## src/rtl/shift_word_tx_pkg.sv

```systemverilog
// Shared types and constants for the shift_word_tx serial word transmitter.
package shift_word_tx_pkg;

  typedef enum logic [1:0] {
    IDLE  = 2'd0,
    SHIFT = 2'd1,
    DONE  = 2'd2
  } state_t;

  localparam logic DIR_LSB = 1'b0;
  localparam logic DIR_MSB = 1'b1;

endpackage

```

## src/rtl/shift_word_tx_tick_gen.sv

```systemverilog
// Free-running bit-tick divider: one-clk tick whenever the counter sits at all-ones.
// Used by shift_word_tx only when SHIFT_WORD_TX_TICK_DIV_EN is defined.
module tick_gen #(
  parameter int DIV_BITS = 26
) (
  input  logic clk,
  input  logic clear,
  input  logic restart,
  output logic tick
);

  logic [DIV_BITS-1:0] cnt_r;
  logic                tick_r;

  // Divider counter and registered tick, aligned so tick is high while cnt_r is all-ones
  always_ff @(posedge clk) begin
    if (clear || restart) begin
      cnt_r  <= {DIV_BITS{1'b0}};
      tick_r <= 1'b0;
    end else begin
      cnt_r  <= cnt_r + DIV_BITS'(1);
      tick_r <= ((cnt_r + DIV_BITS'(1)) == {DIV_BITS{1'b1}});
    end
  end

  assign tick = tick_r;

endmodule

```

## src/rtl/shift_word_tx.sv

```systemverilog
// Parallel-in/serial-out word transmitter with load/ready handshake and done pulse.
// Define SHIFT_WORD_TX_TICK_DIV_EN to pace bits with the internal 2^DIV_BITS divider.
module shift_word_tx
  import shift_word_tx_pkg::*;
#(
  parameter int WIDTH    = 4,
  parameter int DIV_BITS = 26
) (
  input  logic             clk,
  input  logic             clear,
  input  logic [WIDTH-1:0] data_in,
  input  logic             msb_first,
  input  logic             load,
  output logic             ready,
  output logic             busy,
  output logic             sout,
  output logic             sout_valid,
  output logic             done
);

  localparam int CNT_W = $clog2(WIDTH);
  localparam logic [CNT_W-1:0] LAST_CNT = CNT_W'(WIDTH - 1);

  if (WIDTH < 2 || DIV_BITS < 1) begin : g_param_check
    $error("shift_word_tx: WIDTH must be >= 2 and DIV_BITS >= 1");
  end

  state_t             state_r, state_s;
  logic [WIDTH-1:0]   shreg_r, shreg_s;
  logic [CNT_W-1:0]   cnt_r, cnt_s;
  logic               dir_r, dir_s;
  logic               load_acc_s;
  logic               tick_s;
  logic               sout_s;
  logic               ready_r, busy_r, sout_r, sout_valid_r, done_r;

`ifdef SHIFT_WORD_TX_TICK_DIV_EN
  tick_gen #(.DIV_BITS(DIV_BITS)) u_tick_gen (
    .clk     (clk),
    .clear   (clear),
    .restart (load_acc_s),
    .tick    (tick_s)
  );
`else
  assign tick_s = 1'b1;
`endif

  // Next-state, datapath and next serial bit; outputs are registered from these
  always_comb begin
    state_s    = state_r;
    shreg_s    = shreg_r;
    cnt_s      = cnt_r;
    dir_s      = dir_r;
    load_acc_s = 1'b0;
    case (state_r)
      IDLE: begin
        if (load) begin
          load_acc_s = 1'b1;
          shreg_s    = data_in;
          dir_s      = msb_first;
          cnt_s      = {CNT_W{1'b0}};
          state_s    = SHIFT;
        end else begin
          state_s = IDLE;
        end
      end
      SHIFT: begin
        if (tick_s) begin
          if (cnt_r == LAST_CNT) begin
            state_s = DONE;
          end else begin
            // vacated bit fills with zero on the far end
            if (dir_r == DIR_MSB) begin
              shreg_s = {shreg_r[WIDTH-2:0], 1'b0};
            end else begin
              shreg_s = {1'b0, shreg_r[WIDTH-1:1]};
            end
            cnt_s = cnt_r + CNT_W'(1);
          end
        end else begin
          state_s = SHIFT;
        end
      end
      DONE: begin
        state_s = IDLE;
      end
      default: begin
        state_s = IDLE;
      end
    endcase

    if (state_s == SHIFT) begin
      sout_s = (dir_s == DIR_MSB) ? shreg_s[WIDTH-1] : shreg_s[0];
    end else begin
      sout_s = 1'b0;
    end
  end

  // State, datapath and registered outputs; clear overrides everything
  always_ff @(posedge clk) begin
    if (clear) begin
      state_r      <= IDLE;
      shreg_r      <= {WIDTH{1'b0}};
      cnt_r        <= {CNT_W{1'b0}};
      dir_r        <= DIR_LSB;
      ready_r      <= 1'b1;
      busy_r       <= 1'b0;
      sout_r       <= 1'b0;
      sout_valid_r <= 1'b0;
      done_r       <= 1'b0;
    end else begin
      state_r      <= state_s;
      shreg_r      <= shreg_s;
      cnt_r        <= cnt_s;
      dir_r        <= dir_s;
      ready_r      <= (state_s == IDLE);
      busy_r       <= (state_s != IDLE);
      sout_r       <= sout_s;
      sout_valid_r <= (state_s == SHIFT);
      done_r       <= (state_s == DONE);
    end
  end

  assign ready      = ready_r;
  assign busy       = busy_r;
  assign sout       = sout_r;
  assign sout_valid = sout_valid_r;
  assign done       = done_r;

endmodule

```

## config.mk

```make
export PLATFORM = sky130hd
export DESIGN_NAME = shift_word_tx
export DESIGN_NICKNAME = d
export VERILOG_FILES = /design/src/rtl/shift_word_tx_pkg.sv /design/src/rtl/shift_word_tx_tick_gen.sv /design/src/rtl/shift_word_tx.sv
export SDC_FILE = /design/constraint.sdc
export NUM_CORES = 1
export LEC_CHECK = 0
export ABC_AREA = 1
export CORE_MARGIN = 5
export CORE_UTILIZATION = 40
export CTS_CLUSTER_DIAMETER = 150
export DETAILED_ROUTE_END_ITERATION = 7
export PLACE_DENSITY = 0.68
export SLEW_MARGIN = 20
export SYNTH_ARGS = -nofsm -noshare
export SYNTH_HDL_FRONTEND = slang
export SYNTH_SLANG_ARGS = --single-unit
```

## constraint.sdc

```tcl
create_clock -name clk -period 1.1 [get_ports clk]
set_input_delay 0.22 -clock clk [delete_from_list [all_inputs] [get_ports clk]]
set_output_delay 0.22 -clock clk [all_outputs]
set_load 0.02 [all_outputs]
```

**Word level (Yosys, flattened, before mapping)**

Index checks and enable logic that the tools add are counted.

- ROM bits: 0
- Memories: 0
- Flip-flop bits (word level): 14
- Bits in writable memories: 0
- Bits in latches: 0
- Input bits: 8
- Logic and storage cells: 37

- Equal/unequal tests: 6
- Reduce and logical (&&, ||, !) cells: 6
- Shift operators: 0
- Bitwise logic cells: 1
- $lt $le $gt $ge: 0
- Div/mod/pow operators: 0
- Add/subtract/negate cells: 1
- Mux-type cells: 13
- Multiply operators: 0

Operators by type and width:

| cell | number |
|---|---|
| 4-bit 2-to-1 mux | 3 |
| 2-bit case mux with 2 select lines | 2 |
| 4-bit case mux with 2 select lines | 1 |
| 2-bit 2-to-1 mux | 3 |
| 2-bit by 1-bit == test with 1-bit output, second input constant | 2 |
| 2-bit == test, second input constant | 2 |
| 2-bit logical NOT | 2 |
| 1-bit 2-to-1 mux | 4 |
| 2-bit inequality test, second input constant | 2 |
| 2-bit nonzero test | 2 |
| 3-bit AND reduction | 1 |
| 2-bit by 1-bit adder with 2-bit output, second input constant | 1 |
| 2-bit OR reduction | 1 |
| 1-bit NOT | 1 |

**Logic depth before layout (Yosys ltp)**

- Depth in word-level cells: 6
- Depth in mapped cells: 9

**Least setup slack after synthesis**

OpenSTA, ideal clock, no wires.

- Path kind: reg2reg
- From: register cnt_r[0]
- To: register shreg_r[1]
- Cell stages (with the launch flop): 10
- Data arrival time: 1.050 ns
- Setup slack: -0.074 ns
- Path through: dfxtp_1 ha_1 inv_1 nand3_1 nand2_2 inv_2 nand2_1 nand2_1 nor2_1 nor2_1

- Cells in the longest elaborated chain, start to end: 3

Ends and longest elaborated chain:

| item | line | text |
|---|---|---|
| from (decl) | shift_word_tx.sv:30 | `logic [CNT_W-1:0] cnt_r, cnt_s;` |
| from (signal assigned) | shift_word_tx.sv:104 | `cnt_r <= {CNT_W{1'b0}};` |
| from (signal assigned) | shift_word_tx.sv:114 | `cnt_r <= cnt_s;` |
| 2-bit == test | shift_word_tx.sv:69 | `if (cnt_r == LAST_CNT) begin` |
| 2-bit inequality test (no line) | - |  |
| 3-bit AND reduction (no line) | - |  |
| to (signal assigned) | shift_word_tx.sv:103 | `shreg_r <= {WIDTH{1'b0}};` |
| to (signal assigned) | shift_word_tx.sv:113 | `shreg_r <= shreg_s;` |
| to (decl) | shift_word_tx.sv:29 | `logic [WIDTH-1:0] shreg_r, shreg_s;` |

No other way between the ends.
A chain may end at the register's enable or synchronous reset.

**Final worst setup path**

- From: register cnt_r[1]
- To: register shreg_r[1]

Same word-level chain as after synthesis.

==> impl_metrics.yaml <==
layout:
  final_util: 0.581
  n_antenna_cell: 0
  final.fill_count: 151
  drive_above_1_share: 0.265
  areaGrowthSynthToFinish_pct: 40.5
  fin_nets: 114
yosys:
  netlist_instances: 84
  yosys-top-cells-count: "nand2_1, dfxtp_1, nor2_1, inv_1, nand3_1"
  synth_top_area_cell: "dfxtp_1"
  synthArstFlopShare: 0
  netlist.area_leader.share: 0.461
  syn-num-nets: 94
  ys_warn_count: 0
  avgSynthCellArea_um2: 7.24
  synth_top_flop_cell: "dfxtp_1"
  synth.most_common_cell: "nand2_1"
  synth_edf_count: 0
  yosysSeqAreaShare: 0.461
  ys_ff_latch: 14
  synth.distinct_cells: 17
  netlist_top_cells_area: "dfxtp_1, nand2_1, nor2_1"
  synthesis.area_um2: 608
die:
  fp.dieH_um: 49.0
  start_util: 0.413
  die_x_um: 49.0
  std_cell_rows: 14
  core_region_area_mm2: 0.00147
  die_area_mm2: 0.00240
  io_pins: 13
route:
  ant_nets: 0
  drt_iter0_drc: 6
  wl_per_cell_um: 10.1
  dr.pass1.iters: 4
  vias_per_cell: 4.71
  num_vias: 556
  finalWirelength_mm: 1.20
  drc_errors: 0
grt:
  grt_use_met2: 0.143
  grt_use_met3: 0.0398
  grt-ovfl-total: 0
  use_met1: 0.129
  antenna_found_initial: 0
  grt_pass1_wl_mm: 1.90
  grt_pass1_vias: 457
  track_usage: 0.107
  grt_max_degree: 8
  grt-busiest-layer: "met2"
place:
  hpwl_um: 887
  port_buffers: 12
  globalplace.congestion: 0.852
  dp_slack_ns: -0.267
outcome:
  status: "completed"
clock_network:
  clk_pin_slew_ns: 0.07
  clockBufferDepth: 2
  clockRootBuffer: "clkbuf_4"
  cts.sinks: 14
  numCtsBuffers: 3
  cts_tree: "built"
  clkLatencyLatePin_ns: 0.28
  postCtsHoldBufs: 0
  ctsHtreeMaxLevel: 1
critical_path:
  path_max_fanout: 5
  critPathLaunchType: "flip-flop"
  cp_cell_sequence: "ha_4, inv_4, nand3_4, nand2_4, inv_2, nand2_1, nand2_1, nor2_1, nor2_1"
  end_kind: "flip-flop"
  cp.arrival_ns: 1.28
  cp.required_ns: 1.28
  worstSetupPathType: "flip-flop to flip-flop"
  slowest_delay_ns: 0.34
  crit_slowest_cell: "dfxtp_2"
  cp_top_family: "simple AND/OR/NAND/NOR gates"
  critical_path_buf_inv_count: 2
pwr:
  ir_drop_v: 0.000556
  powerDensity_mw_per_mm2: 1230
  p_leak_uw: 0.000372
timing:
  finalSetupViolations: 0
  worst_slack_ns: 0.00147
  max_clock_freq_mhz: 910
  rsz0062_at_grt: "true"
  slew_viol_final: 0
  fin_crit_sh: 0.999
  relSlewSlack: 0.875
  worst-slew-pin-transition_ns: 0.188
  fin_crit_ns: 1.10
  finalHoldViolCount: 0
  finalClockSkew_ns: 0.000459
hold_path:
  holdCritPathClass: "input port to flip-flop"
job:
  max_cap_violations: 0
-- sequential cells by signal, indices dropped and copies added (netlist names) --
register	count
shreg_r	4
ready	1
state_r	2
dir_r	1
busy	1
sout	1
cnt_r	2
sout_valid	1
done	1
-- cells in the final DEF (no fill, tap or decap), types with 3 or more instances in the layout --
cell	synthesis	routed
dfxtp_2	0	3
clkdlybuf4s15_2	0	4
buf_4	0	4
nor2_1	14	14
nand2_1	18	17
inv_1	9	7
a21oi_1	5	5
o21ai_0	3	3
clkdlybuf4s50_1	0	6
dfxtp_1	14	10
clkbuf_4	0	3
nand3_1	7	6
-- worst paths after layout --
check	startpoint	endpoint	slack, ns	cells after the start
hold / removal	load	dir_r	0.34	3
setup reg to reg	cnt_r[1]	shreg_r[1]	0.001	9
setup / recovery	cnt_r[1]	shreg_r[1]	0.001	9
hold reg to reg	shreg_r[0]	shreg_r[0]	0.53	2
-- per-stage QoR --
stage	hold WS [ns]	std cells	TNS (ns)	instance area, µm²	total power, µW
6_report	0.337	118	0	855	1050
3_5_place_dp	0.478	114	-1.64	777	770
5_1_grt	0.368	118	-0.140	855	1120
4_1_cts	0.532	118	0	837	1060
3_3_place_gp	0.481	114	-1.54	777	770
2_1_floorplan	0.408	84	-0.00256	618	692
-- logic make-up after synthesis --
group | synth area share
AND/OR/NAND/NOR | 0.315
flip-flops | 0.461
AO/OA/AOI/OAI | 0.109
buffers and inverters | 0.0741
adder cells (fa/ha/maj) | 0.0411
-- where the power goes --
| part | total [µW] | internal (µW) | switching (µW) |
|---|---|---|---|
| Combinational | 209 | 97.5 | 112 |
| Sequential | 566 | 541 | 25.5 |
| Clock | 279 | 127 | 152 |
| Total | 1050 | 765 | 289 |
-- final cells by class --
type	instances	area (µm²)	area share
Multi-Input combinational cell	58	325	0.381
Sequential cell	14	288	0.337
Timing Repair Buffer	16	153	0.179
Inverter	11	46.3	0.0542
Clock buffer	3	22.5	0.0264
Tap cell	16	20.0	0.0234
-- repair_timing --
item	in CTS	in global routing
endpoints found under the setup margin	8	6
setup buffers	1	0
resized for setup	19	10
pin swaps	2	6
-- tightest hold or removal path, cell delays in order --
cell            delay (ns)
dlymetal6s2s_1        0.16
nand3_1               0.12
a21oi_1               0.07
-- routing by layer --
layer	share of wire	vias to the layer above
met5	0	-
met4	0.039	0
met3	0.064	5
met2	0.43	13
met1	0.47	236
li1	-	302
No activity file was read; power rests on OpenSTA's default activity.
